`config.mk`:
```
export PLATFORM = sky130hd
export DESIGN_NAME = synaptic_update_ctrl
export DESIGN_NICKNAME = d
export VERILOG_FILES = /design/src/rtl/synaptic_update_ctrl_pkg.sv /design/src/rtl/syn_sweep_counter.sv /design/src/rtl/synaptic_update_ctrl.sv
export SDC_FILE = /design/constraint.sdc
export NUM_CORES = 1
export LEC_CHECK = 0
export CORE_UTILIZATION = 48
export CTS_BUF_LIST = sky130_fd_sc_hd__clkbuf_16
export DETAILED_ROUTE_END_ITERATION = 12
export HOLD_SLACK_MARGIN = 0.05
export PLACE_DENSITY = 0.85
export SKIP_LAST_GASP = 1
export SLEW_MARGIN = 10
export SYNTH_ARGS = -nofsm -noshare
export SYNTH_HDL_FRONTEND = slang
export SYNTH_SLANG_ARGS = --single-unit
```
`constraint.sdc`:
```
create_clock -name CLK -period 3.5 [get_ports CLK]
set_input_delay 0.525 -clock CLK [delete_from_list [all_inputs] [get_ports CLK]]
set_output_delay 0.525 -clock CLK [all_outputs]
set_load 0.01 [all_outputs]
```
`src/rtl/synaptic_update_ctrl_pkg.sv`:
```
// Definitions shared with the synaptic core: group-count derivation and the
// training-sweep state encoding.
package synaptic_update_ctrl_pkg;

  localparam logic [2:0] ENC_IDLE = 3'd0;
  localparam logic [2:0] ENC_RD   = 3'd1;
  localparam logic [2:0] ENC_WAIT = 3'd2;
  localparam logic [2:0] ENC_WR   = 3'd3;
  localparam logic [2:0] ENC_FIN  = 3'd4;

  typedef enum logic [2:0] {
    ST_IDLE = ENC_IDLE,
    ST_RD   = ENC_RD,
    ST_WAIT = ENC_WAIT,
    ST_WR   = ENC_WR,
    ST_FIN  = ENC_FIN
  } sweep_state_t;

  // Number of SRAM words per pre-neuron row (post neurons packed per word).
  function automatic int calc_groups(input int out_n, input int par);
    return out_n / par;
  endfunction

endpackage

```
`src/rtl/syn_sweep_counter.sv`:
```
// Nested pre/grp sweep counter. The linear word address pre*GROUPS+grp is kept
// as its own incrementing register, so no multiplier is needed.
module syn_sweep_counter
  import synaptic_update_ctrl_pkg::*;
#(
  parameter int PRE_N  = 784,
  parameter int GROUPS = 64,
  parameter int PRE_W  = 10,
  parameter int GRP_W  = 10,
  parameter int ADDR_W = 16
) (
  input  logic              clk,
  input  logic              rst,
  input  logic              clear,
  input  logic              advance,
  output logic [PRE_W-1:0]  pre,
  output logic [GRP_W-1:0]  grp,
  output logic [ADDR_W-1:0] addr,
  output logic              last
);

  localparam logic [PRE_W-1:0] PRE_LAST = PRE_W'(PRE_N - 1);
  localparam logic [GRP_W-1:0] GRP_LAST = GRP_W'(GROUPS - 1);

  logic grp_wrap;

  assign grp_wrap = (grp == GRP_LAST);
  assign last     = grp_wrap && (pre == PRE_LAST);

  // Advancing past the last pair wraps everything to zero, ready for the next sweep.
  always_ff @(posedge clk) begin
    if (rst || clear) begin
      pre  <= '0;
      grp  <= '0;
      addr <= '0;
    end else if (advance) begin
      if (last) begin
        pre  <= '0;
        grp  <= '0;
        addr <= '0;
      end else begin
        addr <= addr + 1'b1;
        if (grp_wrap) begin
          grp <= '0;
          pre <= pre + 1'b1;
        end else begin
          grp <= grp + 1'b1;
        end
      end
    end
  end

endmodule

```
`src/rtl/synaptic_update_ctrl.sv`:
```
// Training-pass sequencer: sweeps every synaptic word as RD/WAIT/WR triplets on
// the weight and gradient SRAMs, and forwards inference reads while idle.
module synaptic_update_ctrl
  import synaptic_update_ctrl_pkg::*;
#(
  parameter int INPUT_NEURON         = 784,
  parameter int OUTPUT_NEURON        = 256,
  parameter int POST_NEUR_PARALLEL   = 4,
  parameter int SYN_ARRAY_ADDR_WIDTH = 16,
  parameter int PRE_NEUR_ADDR_WIDTH  = 10,
  parameter int POST_NEUR_ADDR_WIDTH = 10
) (
  input  logic                            CLK,
  input  logic                            RST,
  input  logic                            IS_TRAIN,
  input  logic                            START,
  input  logic                            INF_REQ,
  input  logic [SYN_ARRAY_ADDR_WIDTH-1:0] INF_ADDR,
  output logic                            INF_GNT,
  output logic                            BUSY,
  output logic                            DONE,
  output logic                            CTRL_SYNARRAY_CS,
  output logic                            CTRL_SYNARRAY_WE,
  output logic                            CTRL_GRAD_ARRAY_CS,
  output logic                            CTRL_GRAD_ARRAY_WE,
  output logic [SYN_ARRAY_ADDR_WIDTH-1:0] CTRL_SYNARRAY_ADDR,
  output logic [SYN_ARRAY_ADDR_WIDTH-1:0] CTRL_GRAD_ARRAY_ADDR,
  output logic [PRE_NEUR_ADDR_WIDTH-1:0]  CTRL_PRE_NEURON_ADDRESS,
  output logic [POST_NEUR_ADDR_WIDTH-1:0] CTRL_POST_NEURON_ADDRESS,
  output logic                            CTRL_TREF_EVENT
);

  localparam int G = calc_groups(OUTPUT_NEURON, POST_NEUR_PARALLEL);

  sweep_state_t state, state_next;

  logic                            cnt_clear;
  logic                            cnt_advance;
  logic                            cnt_last;
  logic [PRE_NEUR_ADDR_WIDTH-1:0]  cnt_pre;
  logic [POST_NEUR_ADDR_WIDTH-1:0] cnt_grp;
  logic [SYN_ARRAY_ADDR_WIDTH-1:0] cnt_addr;
  logic [POST_NEUR_ADDR_WIDTH-1:0] post_base;

  syn_sweep_counter #(
    .PRE_N  (INPUT_NEURON),
    .GROUPS (G),
    .PRE_W  (PRE_NEUR_ADDR_WIDTH),
    .GRP_W  (POST_NEUR_ADDR_WIDTH),
    .ADDR_W (SYN_ARRAY_ADDR_WIDTH)
  ) u_counter (
    .clk     (CLK),
    .rst     (RST),
    .clear   (cnt_clear),
    .advance (cnt_advance),
    .pre     (cnt_pre),
    .grp     (cnt_grp),
    .addr    (cnt_addr),
    .last    (cnt_last)
  );

  assign post_base = POST_NEUR_ADDR_WIDTH'(cnt_grp * POST_NEUR_PARALLEL);

  always_ff @(posedge CLK) begin
    if (RST) state <= ST_IDLE;
    else     state <= state_next;
  end

  // Inference handshake: INF_REQ is a request valid for the current cycle only;
  // INF_GNT is its same-cycle ready. The read is issued exactly in cycles where
  // both are high, which only happens in IDLE with no training start pending.
  always_comb begin
    state_next               = state;
    cnt_clear                = 1'b0;
    cnt_advance              = 1'b0;
    INF_GNT                  = 1'b0;
    BUSY                     = 1'b0;
    DONE                     = 1'b0;
    CTRL_SYNARRAY_CS         = 1'b0;
    CTRL_SYNARRAY_WE         = 1'b0;
    CTRL_GRAD_ARRAY_CS       = 1'b0;
    CTRL_GRAD_ARRAY_WE       = 1'b0;
    CTRL_SYNARRAY_ADDR       = '0;
    CTRL_GRAD_ARRAY_ADDR     = '0;
    CTRL_PRE_NEURON_ADDRESS  = '0;
    CTRL_POST_NEURON_ADDRESS = '0;
    CTRL_TREF_EVENT          = 1'b0;

    case (state)
      ST_IDLE: begin
        if (START && IS_TRAIN) begin
          state_next = ST_RD;
          cnt_clear  = 1'b1;
        end else if (INF_REQ) begin
          INF_GNT            = 1'b1;
          CTRL_SYNARRAY_CS   = 1'b1;
          CTRL_SYNARRAY_ADDR = INF_ADDR;
        end
      end

      ST_RD: begin
        BUSY                     = 1'b1;
        CTRL_SYNARRAY_CS         = 1'b1;
        CTRL_GRAD_ARRAY_CS       = 1'b1;
        CTRL_SYNARRAY_ADDR       = cnt_addr;
        CTRL_GRAD_ARRAY_ADDR     = cnt_addr;
        CTRL_PRE_NEURON_ADDRESS  = cnt_pre;
        CTRL_POST_NEURON_ADDRESS = post_base;
        state_next               = ST_WAIT;
      end

      // SRAMs deselected while read data and spike counts settle.
      ST_WAIT: begin
        BUSY                     = 1'b1;
        CTRL_SYNARRAY_ADDR       = cnt_addr;
        CTRL_GRAD_ARRAY_ADDR     = cnt_addr;
        CTRL_PRE_NEURON_ADDRESS  = cnt_pre;
        CTRL_POST_NEURON_ADDRESS = post_base;
        state_next               = ST_WR;
      end

      ST_WR: begin
        BUSY                     = 1'b1;
        CTRL_SYNARRAY_CS         = 1'b1;
        CTRL_SYNARRAY_WE         = 1'b1;
        CTRL_GRAD_ARRAY_CS       = 1'b1;
        CTRL_GRAD_ARRAY_WE       = 1'b1;
        CTRL_SYNARRAY_ADDR       = cnt_addr;
        CTRL_GRAD_ARRAY_ADDR     = cnt_addr;
        CTRL_PRE_NEURON_ADDRESS  = cnt_pre;
        CTRL_POST_NEURON_ADDRESS = post_base;
        CTRL_TREF_EVENT          = 1'b1;
        cnt_advance              = 1'b1;
        state_next               = cnt_last ? ST_FIN : ST_RD;
      end

      ST_FIN: begin
        DONE       = 1'b1;
        state_next = ST_IDLE;
      end

      default: state_next = ST_IDLE;
    endcase
  end

endmodule

```
* After elaboration in Yosys (flattened, before gate mapping)
Index checks and enable logic that the tools add are counted.
Operators by class: reductions and logical operators 8, $add $sub $neg 3, equality and inequality tests 7, muxes and demuxes 24
Operator list (number):
- two-way mux 16 bit | 4
- two-way mux 10 bit | 6
- case mux 16 bit (2 select lines) | 1
- adder 10 x 1 -> 10 bit, second input constant | 2
- adder 16 x 1 -> 16 bit, second input constant | 1
- case mux 3 bit (4 select lines) | 1
- == test 10 bit, second input constant | 1
- == test 10 x 6 -> 1 bit, second input constant | 1
- two-way mux 1 bit | 9
- == test 3 x 2 -> 1 bit, second input constant | 2
- two-way mux 3 bit | 2
- == test 3 x 1 -> 1 bit, second input constant | 1
- == test 3 bit, second input constant | 1
- zero test 3 bit | 1
- OR reduction 3 bit | 1
- logical AND 1 bit | 2
- != test 2 bit, second input constant | 1
- case mux 1 bit (2 select lines) | 1
- AND reduction 2 bit | 1
- nonzero test 2 bit | 1
- OR reduction 2 bit | 1
- logical OR 1 bit | 1
Storage, ports and cells: logic and storage cells 46, output and inout bits 60, input port bits 21, register bits 39

* Logic depth before layout (Yosys ltp)
depth after elaboration 4, depth in mapped cells 7, depth with buffers taken out 5

* Hierarchy
A second synthesis with hierarchy kept.
Unflattened totals: cells, all modules 291, area total of the unflattened synthesis 2449.8 µm²
Modules (own cells, without submodules):
- syn_sweep_counter | instances 1, sequential area each 720.7 µm², cells an instance 192, area each 1702.9 µm²
- synaptic_update_ctrl | instances 1, sequential area each 60.1 µm², cells an instance 99, area each 747.0 µm²

* Worst setup path before layout
Ideal clock, no wire load.
kind reg-to-output, from register state[0], to output CTRL_SYNARRAY_ADDR[10], slack 1.083 ns, stages on the path, launching flop included 8, buffers on the path 3, required time 2.975 ns, arrival time 1.892 ns, cell sequence dfxtp_1 > clkbuf_1 > nor3_1 > a21boi_0 > and2_1 > clkbuf_1 > clkbuf_1 > a21o_1
Between the ends: word-level cells in the longest chain between the ends 3, elaborated cells between the ends (all ways) 6, classes of those cells eq/ne: 3; mux: 1; reduce/logical: 2
Ends and longest elaborated chain:
- from (decl) | RTL line synaptic_update_ctrl.sv:35 | sweep_state_t state, state_next;
- from (signal assigned) | RTL line synaptic_update_ctrl.sv:66 | else state <= state_next;
- == test 3 x 2 -> 1 bit or == test 3 x 1 -> 1 bit (tied branches) | RTL line synaptic_update_ctrl.sv:89 | case (state)
- OR reduction 3 bit (no line)
- case mux 16 bit (2 select lines) (*) | RTL line synaptic_update_ctrl.sv:89
- to (decl) | RTL line synaptic_update_ctrl.sv:26 | output logic [SYN_ARRAY_ADDR_WIDTH-1:0] CTRL_SYNARRAY_ADDR,
Mark *: on every way between the ends. The rest lies on a longest branch, timed or not.

* Worst setup path after layout
from register state[2], to output CTRL_SYNARRAY_ADDR[12]
The elaborated chain is that of the path after synthesis.

==> results.tsv <==
stage	metric	value	unit
outcome	status	completed	
clock_network	path_clk_slew	0.05	ns
timing	fmax	0.331	GHz
floorplan	die_h	70.4	microns
grt	grt_max_degree	23	
synth	yosys-top-cells-area	dfxtp_1 (35%), and2_1 (8.9%), xnor2_1 (7.8%)	
worst_hold_path	holdPathEnd	u_counter.grp[1]	
finish	fillCellCount	360	
clock_network	hold_buffers	0	
drt	dr_total_vias	2279	
setup_path	end_kind	output port	
timing	rsz0062_at_grt	false	
timing	final_hold_viol_count	0	
drt	wirelength_met1	2470	microns
synth	synth_edf_count	0	
timing	slew_headroom	0.625	
synth	synthFlopType	dfxtp_1	
setup_path	timing.rr.end	u_counter.pre[5]	
synth	netlist.top_cell.by_area	dfxtp_1	
synth	synth-seq-cells	39	
synth	async_reset_ff_frac	0	
setup_path	cpPeakStageDelay	0.53	ns
timing	worstMarginPinSlew	0.561	ns
timing	tns	0	ns
setup_path	critPathBufInv	2	
worst_hold_path	hold_class	flop to flop	
floorplan	row_count	24	
placement	gp_congestion	0.846	
setup_path	worst_path_dominant_cell_family	buffers and inverters	
drt	drt-vias-per-instance	5.60	
job	cap_violations	0	
power	finalPower	1330	uW
drt	highest_layer	met4	
placement	io_buffers	78	
timing	finalCritPeriodShare	0.862	
clock_network	cts_tree	built	
synth	synth_top_area_frac	0.347	
grt	antenna_found_initial	0	
clock_network	clk_latency	0.28	ns
synth	synth_area	2250	sq um
finish	synthToLayoutAreaGrowth	40.8	%
setup_path	crit_type	flop to output port	
clock_network	postCtsResizedCells	0	
finish	drive_above_1_share	0.0394	
power	cellPowerDensity	421	nW/um^2
power	p_leak	0.00118	uW
timing	finalSetupViolCount	0	
synth	synth.most_common_cell	dfxtp_1	
synth	postSynthCellCount	283	
drt	routed_wl	5650	microns
clock_network	h-tree-depth	2	
clock_network	cts.sinks	39	
grt	grtUsageTotal	0.235	
drt	wl_met2	2760	microns
grt	grt_pass1_wl	9490	microns
synth	syn_avg_cell_area	7.94	sq um
setup_path	worstSetupStartpointType	flop	
timing	finClkSkew	0.00312	ns
drt	wl_met3	342	microns
placement	hpwl	4050	microns
floorplan	die-area	4960	sq um
drt	post_drt_wl_per_cell	13.9	microns
timing	drv_slew	0	
setup_path	rrSetupSlack	1.21	ns
finish	fin_util	0.717	
setup_path	critical_path.max_fanout	18	
setup_path	cp.arrival	2.49	ns
finish	fin_nets	378	
floorplan	coreArea	4410	sq um
worst_hold_path	holdPathStages	2	
clock_network	cts_buffers	5	
power	ir_drop	0.263	mV
floorplan	initial_core_util	0.509	
grt	grt_pass1_vias	2124	
clock_network	post-cts-setup-buffers	0	
setup_path	reg2reg_from	u_counter.grp[9]	
timing	period_needed	3.02	ns
finish	n_antenna_cell	0	
synth	synth_cell_types	37	
setup_path	r2r_cells	4	
floorplan	ioPinCount	81	
synth	yosys_warnings	0	
synth	synthTopCellsByCount	dfxtp_1 (39), and2_1 (32), nor2_1 (30)	
clock_network	cts_max_path_buffers	2	
setup_path	cp_cell_sequence	nor3_1 -> a21boi_0 -> and2_1 -> buf_4 -> a21o_1 -> clkdlybuf4s50_1	
synth	seq_area_frac_synth	0.347	
grt	grt_overflow_total	0	
drt	drc	0	
setup_path	crit_slowest_cell	clkdlybuf4s50_1	
drt	drt_iter0_markers	93	
floorplan	dieWidth	70.4	microns
drt	dr.pass1.iters	4	
setup_path	crit_required	2.97	ns
clock_network	clockRootBuffer	clkbuf_16	
drt	postRouteAntennaNets	0	
worst_hold_path	min_from	u_counter.grp[1]	
[how the worst max path moves through the flow]
| stage | cells after the start | endpoint | start | slack, ns |
|---|---|---|---|---|
| after floorplan | 7 | CTRL_SYNARRAY_ADDR[10] | state[0] | 1.08 |
| after global placement | 6 | CTRL_SYNARRAY_CS | START | 0.69 |
| after detailed placement | 6 | CTRL_SYNARRAY_ADDR[12] | START | 0.60 |
| after CTS | 6 | CTRL_SYNARRAY_ADDR[12] | state[2] | 0.47 |
| after global routing | 6 | CTRL_SYNARRAY_ADDR[8] | state[2] | 0.29 |
| final | 6 | CTRL_SYNARRAY_ADDR[12] | state[2] | 0.48 |
[per-stage QoR]
| step | hold slack (ns) | instance area, sq um | std cells | setup slack (ns) |
|---|---|---|---|---|
| 5_1_grt | 0.514 | 3170 | 407 | 0.286 |
| 3_5_place_dp | 0.482 | 3030 | 399 | 0.603 |
| 3_3_place_gp | 0.479 | 3030 | 399 | 0.690 |
| 4_1_cts | 0.491 | 3170 | 407 | 0.469 |
| 2_1_floorplan | 0.456 | 2250 | 284 | 1.08 |
| 6_report | 0.489 | 3170 | 407 | 0.482 |
[layout by cell type (no fill, tap or decap), drive strengths merged, types with 11 or more instances in the layout]
cell,instances
a21oi,11
xnor2,20
nand2,16
clkdlybuf4s50,78
nand3,12
nor3,13
and2,32
nor2,30
dfxtp,39
a21o,17
[area by class of cell]
type	instances	area [sq um]	share of cell area
flip-flops and latches	39	781	0.247
repair buffers	82	811	0.256
clock buffers	5	125	0.0395
multi-input cells	218	1340	0.424
clock inverters	3	11.3	0.00356
well taps	52	65.1	0.0205
inverters	8	30.0	0.00948
[cells by family after synthesis]
| family | Yosys count | synth area share |
|---|---|---|
| and+or+nand+nor | 143 | 0.346 |
| xor gates and xnor gates | 25 | 0.0974 |
| DFF | 39 | 0.347 |
| AOI/OAI and AO/OA | 44 | 0.130 |
| muxes | 1 | 0.00445 |
| other | 1 | 0.00167 |
| buffers and inverters | 27 | 0.0568 |
| adders and majority gates | 3 | 0.0167 |
[state kept, by name, summed over array words and instances, names as in the netlist]
| signal | cells |
|---|---|
| u_counter.pre | 10 |
| u_counter.addr | 16 |
| state | 3 |
| u_counter.grp | 10 |
[power breakdown]
group | switching (uW) | leakage (uW) | total, uW | internal (uW)
combinational | 224 | 0.000794 | 428 | 204
clock | 164 | 0.0000701 | 420 | 256
sequential | 28.3 | 0.000314 | 487 | 458
total | 417 | 0.00118 | 1330 | 918
[tightest hold or removal path, delay by kind of cell, from the launching register on]
family | cells | cell delay [ns]
flops | 1 | 0.33
compound gates | 1 | 0.05
simple gates | 1 | 0.06
[per-layer routing]
metal	vias to the layer above	GRT usage
met4	0	0.0978
met2	74	0.406
met5	-	0
li1	1118	-
met3	7	0.0476
met1	1080	0.282
No activity file was read; power rests on OpenSTA's default activity.
==> variant 1, RTL diff (same settings) <==
Change the parameter `PRE_NEUR_ADDR_WIDTH` from 10 to 11.
--- a/src/rtl/synaptic_update_ctrl.sv
+++ b/src/rtl/synaptic_update_ctrl.sv
@@ -7,7 +7,7 @@
   parameter int OUTPUT_NEURON        = 256,
   parameter int POST_NEUR_PARALLEL   = 4,
   parameter int SYN_ARRAY_ADDR_WIDTH = 16,
-  parameter int PRE_NEUR_ADDR_WIDTH  = 10,
+  parameter int PRE_NEUR_ADDR_WIDTH  = 11,
   parameter int POST_NEUR_ADDR_WIDTH = 10
 ) (
   input  logic                            CLK,
Interface: changed (resized CTRL_PRE_NEURON_ADDRESS); port bits go from 81 to 82. No check against the original RTL was run, so the function may have changed too.
==> variant 1 against the original RTL <==
The run now ends with design-rule violations left. Synthesized area increased by 2.1%. Die area is 2.1% higher. Count of clock-buffer cells in the layout unchanged. Wire length down 0.96%. Cell area increased by 1.7%. Setup slack improved by 25 ps. Clock skew rose by 2.4 ps. Sequential cell count up 1. Critical path type unchanged. Critical endpoint is now CTRL_SYNARRAY_ADDR[1]. Largest cell class unchanged. Highest routed layer unchanged.
Power is not compared: it rests on default switching activity, and its combinational part moved more than twofold at a synthesized area within 25%.
==> variant 1: results <==
group,metric,value,unit
global_route,grt_usage,22.5,%
finish,drive_gt1_share,5.65,%
finish,multiInputCombCellCount,217,
finish,buffers,83,
yosys,synthCells,279,
critical_path,reg2reg_slack,1140,ps
finish,buf_share,25.5,%
global_route,use_met3,4.70,%
finish,fillers,374,
critical_path,cp.arrival,2470,ps
critical_path,r2r-end,"u_counter.addr[14]",
finish,reg.largest.list,"u_counter.addr x16, u_counter.pre x11, u_counter.grp x10",
global_route,grt.met1_usage,28.4,%
placement,globalplace.congestion,0.816,
critical_path,r2r-start,"u_counter.grp[0]",
sta,finClkSkew,5.48,ps
finish,clock_area_share,4.24,%
route,vias,2281,
finish,seq_cells,40,
route,wl_met1,2370,um
finish,nets,377,
yosys,synth_common_cells,"dfxtp_1, and2_1, nor2_1",
global_route,grt_max_degree,20,
run_status,status,"finished, violations left",
route,drt_iter0_drc,172,
placement,place_inst,398,
finish,sh_seq_area,24.9,%
placement,hpwlAfterDp,4090,um
sta,min_period_over_period,85.5,%
route,drt-total-wl,5600,um
run_status,violations,"design-rule violations",
route,met3WireLength,370,um
route,drc_errors,11,
sta,holdWs,484,ps
yosys,synth.area.top_cells,"dfxtp_1, and2_1, xnor2_1",
yosys,ys_types,44,
global_route,grt_pass1_vias,1995,
placement,placed_area,3080,sq um
finish,non_clock_inverter_count,6,
placement,port_buffers,79,
[variant 1: changes by cell type in the layout (fill, tap and decap cells not counted), moves of 4 or more]
cell	unedited run	this run
nand3_1	12	7
and3_1	0	4
nor2_1	30	25
xor2_1	5	9
nand4_1	8	12
nor4_1	9	5
xnor2_1	20	14
[variant 1: cell families (layout without fill, tap and decap cells)]
logic type / count (synthesis) / count (layout) / synth area share (%)
AOI/OAI and AO/OA: 49 / 49 / 14.3
and+or+nand+nor: 140 / 140 / 34.8
DFF: 40 / 40 / 34.9
other: 1 / 2 / 0.163
buffers and inverters: 23 / 97 / 5.45
adders and majority gates: 3 / 3 / 1.64
xor gates and xnor gates: 23 / 23 / 8.77
[variant 1: power by group]
part	internal, mW	total [mW]	switching, mW	leakage [nW]
clock network	0.256	0.417	0.161	0.0738
logic	0.104	0.209	0.104	0.812
registers	0.461	0.470	0.00915	0.322
total	0.821	1.10	0.274	1.21
==> variant 2, RTL diff (same flow settings) <==
Made on the original files. Reset style: asynchronous (`RST`), changed in one clocked block.
--- a/src/rtl/synaptic_update_ctrl.sv
+++ b/src/rtl/synaptic_update_ctrl.sv
@@ -61,7 +61,7 @@
 
   assign post_base = POST_NEUR_ADDR_WIDTH'(cnt_grp * POST_NEUR_PARALLEL);
 
-  always_ff @(posedge CLK) begin
+  always_ff @(posedge CLK or posedge RST) begin
     if (RST) state <= ST_IDLE;
     else     state <= state_next;
   end
Check against the original RTL: differs if RST is asserted again (counterexample within 4 cycles, from zero or initial values and one cycle with RST high); with RST held inactive, the same outputs for 10 cycles.
==> variant 2 against the original RTL <==
Sequential share of layout area hardly changed. Cell area up 1.9%. Sequential cell count unchanged. Setup slack improved by 100 ps. Register-to-register slack better by 70 ps. Wire length decreased by 1.3%. Global-route usage decreased by 1.0 points. Synthesized area increased by 2.9%.
Power is not compared: it rests on default switching activity, and its combinational part moved more than twofold at a synthesized area within 25%.
==> variant 2: results <==
group,metric,value,unit
global_route,grt_pass1_vias,2030,
finish,reg.largest.list,"u_counter.addr x16, u_counter.grp x10, u_counter.pre x10",
floorplan,rows,24,
placement,hpwlAfterDp,4120,um
global_route,grt_pass1_wl,9210,um
route,wl_met2,2680,um
worst_hold_path,hold_class,"primary input to asynchronous set/reset pin",
finish,nets,373,
pwr,leakage,1.27,nW
finish,syn_to_final_growth,39.5,%
placement,globalplace.congestion,0.805,
critical_path,critPathMaxFanout,18,
global_route,grt_usage,22.5,%
finish,layoutNonFillerInstCount,402,
clock_network,clk_pin_slew,60,ps
route,dr.pass1.iters,4,
clock_network,post_cts_buffers,0,
run_status,status,"completed",
yosys,yosys_warnings,0,
global_route,gr-total-overflow,0,
placement,place_inst,394,
clock_network,ctsHtreeMaxLevel,2,
yosys,synthFlopType,"dfxtp_1",
clock_network,cts_root_buf,"clkbuf_16",
yosys,ys_types,42,
global_route,grt_max_degree,19,
critical_path,reg2reg_slack,1280,ps
yosys,synth.area.top_cells,"dfxtp_1, and2_1, xnor2_1",
route,wire_per_inst,13.9,um
placement,placed_area,3090,sq um
pwr,vdd_drop_max,0.228,mV
finish,fillers,367,
placement,port_buffers,78,
finish,antenna_cells,0,
yosys,synth_common_cells,"dfxtp_1, nor2_1, and2_1",
yosys,async_flop_share,7.69,%
yosys,seq_area_frac_synth,34.4,%
route,drt_iter0_drc,155,
route,met3WireLength,409,um
route,vias,2201,
global_route,antenna_found_initial,0,
placement,dpl_worst_slack,613,ps
clock_network,cts_resized,0,
sta,tightest_slew,596,ps
clock_network,cts_buffer_depth,2,
sta,finClkSkew,5.55,ps
yosys,synthCells,278,
finish,drive_gt1_share,5.71,%
clock_network,cts_made_buffers,5,
route,routed.top_layer,"met4",
route,wl_met1,2410,um
clock_network,worstSkewPairLatency,280,ps
sta,finalWorstSetupSlack,582,ps
[variant 2: metal layers]
layer,vias up,GRT usage [%]
met5,-,0
met1,1016,26.9
met3,8,5.06
li1,1097,-
met4,0,8.22
met2,80,39.6
[variant 2: layout make-up]
type	instances	area share [%]
well taps	52	2.02
repair buffers	82	25.1
clock inverters	3	0.465
inverters	5	0.581
clock buffers	5	3.88
flip-flops and latches	39	24.7
multi-input cells	216	43.3
[variant 2: critical path, stage by stage, from the launching register on]
cell,delay [ps]
dfrtp_1,490
nor3_1,300
and3_1,580
a21o_1,210
clkdlybuf4s50_1,530
[variant 2: power by group]
group | switching (mW) | internal (mW) | total, mW
sequential | 0.00240 | 0.446 | 0.449
clock | 0.171 | 0.259 | 0.429
combinational | 0.0179 | 0.0295 | 0.0474
total | 0.191 | 0.734 | 0.925
[variant 2: metrics by stage]
| stage | hold WS [ps] | power (mW) |
|---|---|---|
| 5_1_grt | 472 | 0.957 |
| 6_report | 452 | 0.925 |
| 3_5_place_dp | 512 | 0.506 |
| 3_3_place_gp | 492 | 0.505 |
| 2_1_floorplan | 279 | 0.475 |
| 4_1_cts | 455 | 0.931 |
[variant 2: logic make-up after synthesis]
kind of cell | share of synthesized area, %
and+or+nand+nor | 37.5
muxes | 0.865
other | 0.162
adders and majority gates | 1.62
xor gates and xnor gates | 9.46
AOI/OAI and AO/OA | 10.7
DFF | 34.4
buffers and inverters | 5.35
[variant 2: worst paths after layout]
kind / start / depth (start not counted) / to
max in group asynchronous: RST / 2 / state[1]
setup / recovery: state[0] / 4 / CTRL_SYNARRAY_ADDR[11]
hold reg to reg: u_counter.addr[1] / 2 / u_counter.addr[1]
hold / removal: RST / 2 / state[2]
setup reg to reg: state[1] / 5 / u_counter.pre[9]
min in group CLK: u_counter.addr[1] / 2 / u_counter.addr[1]
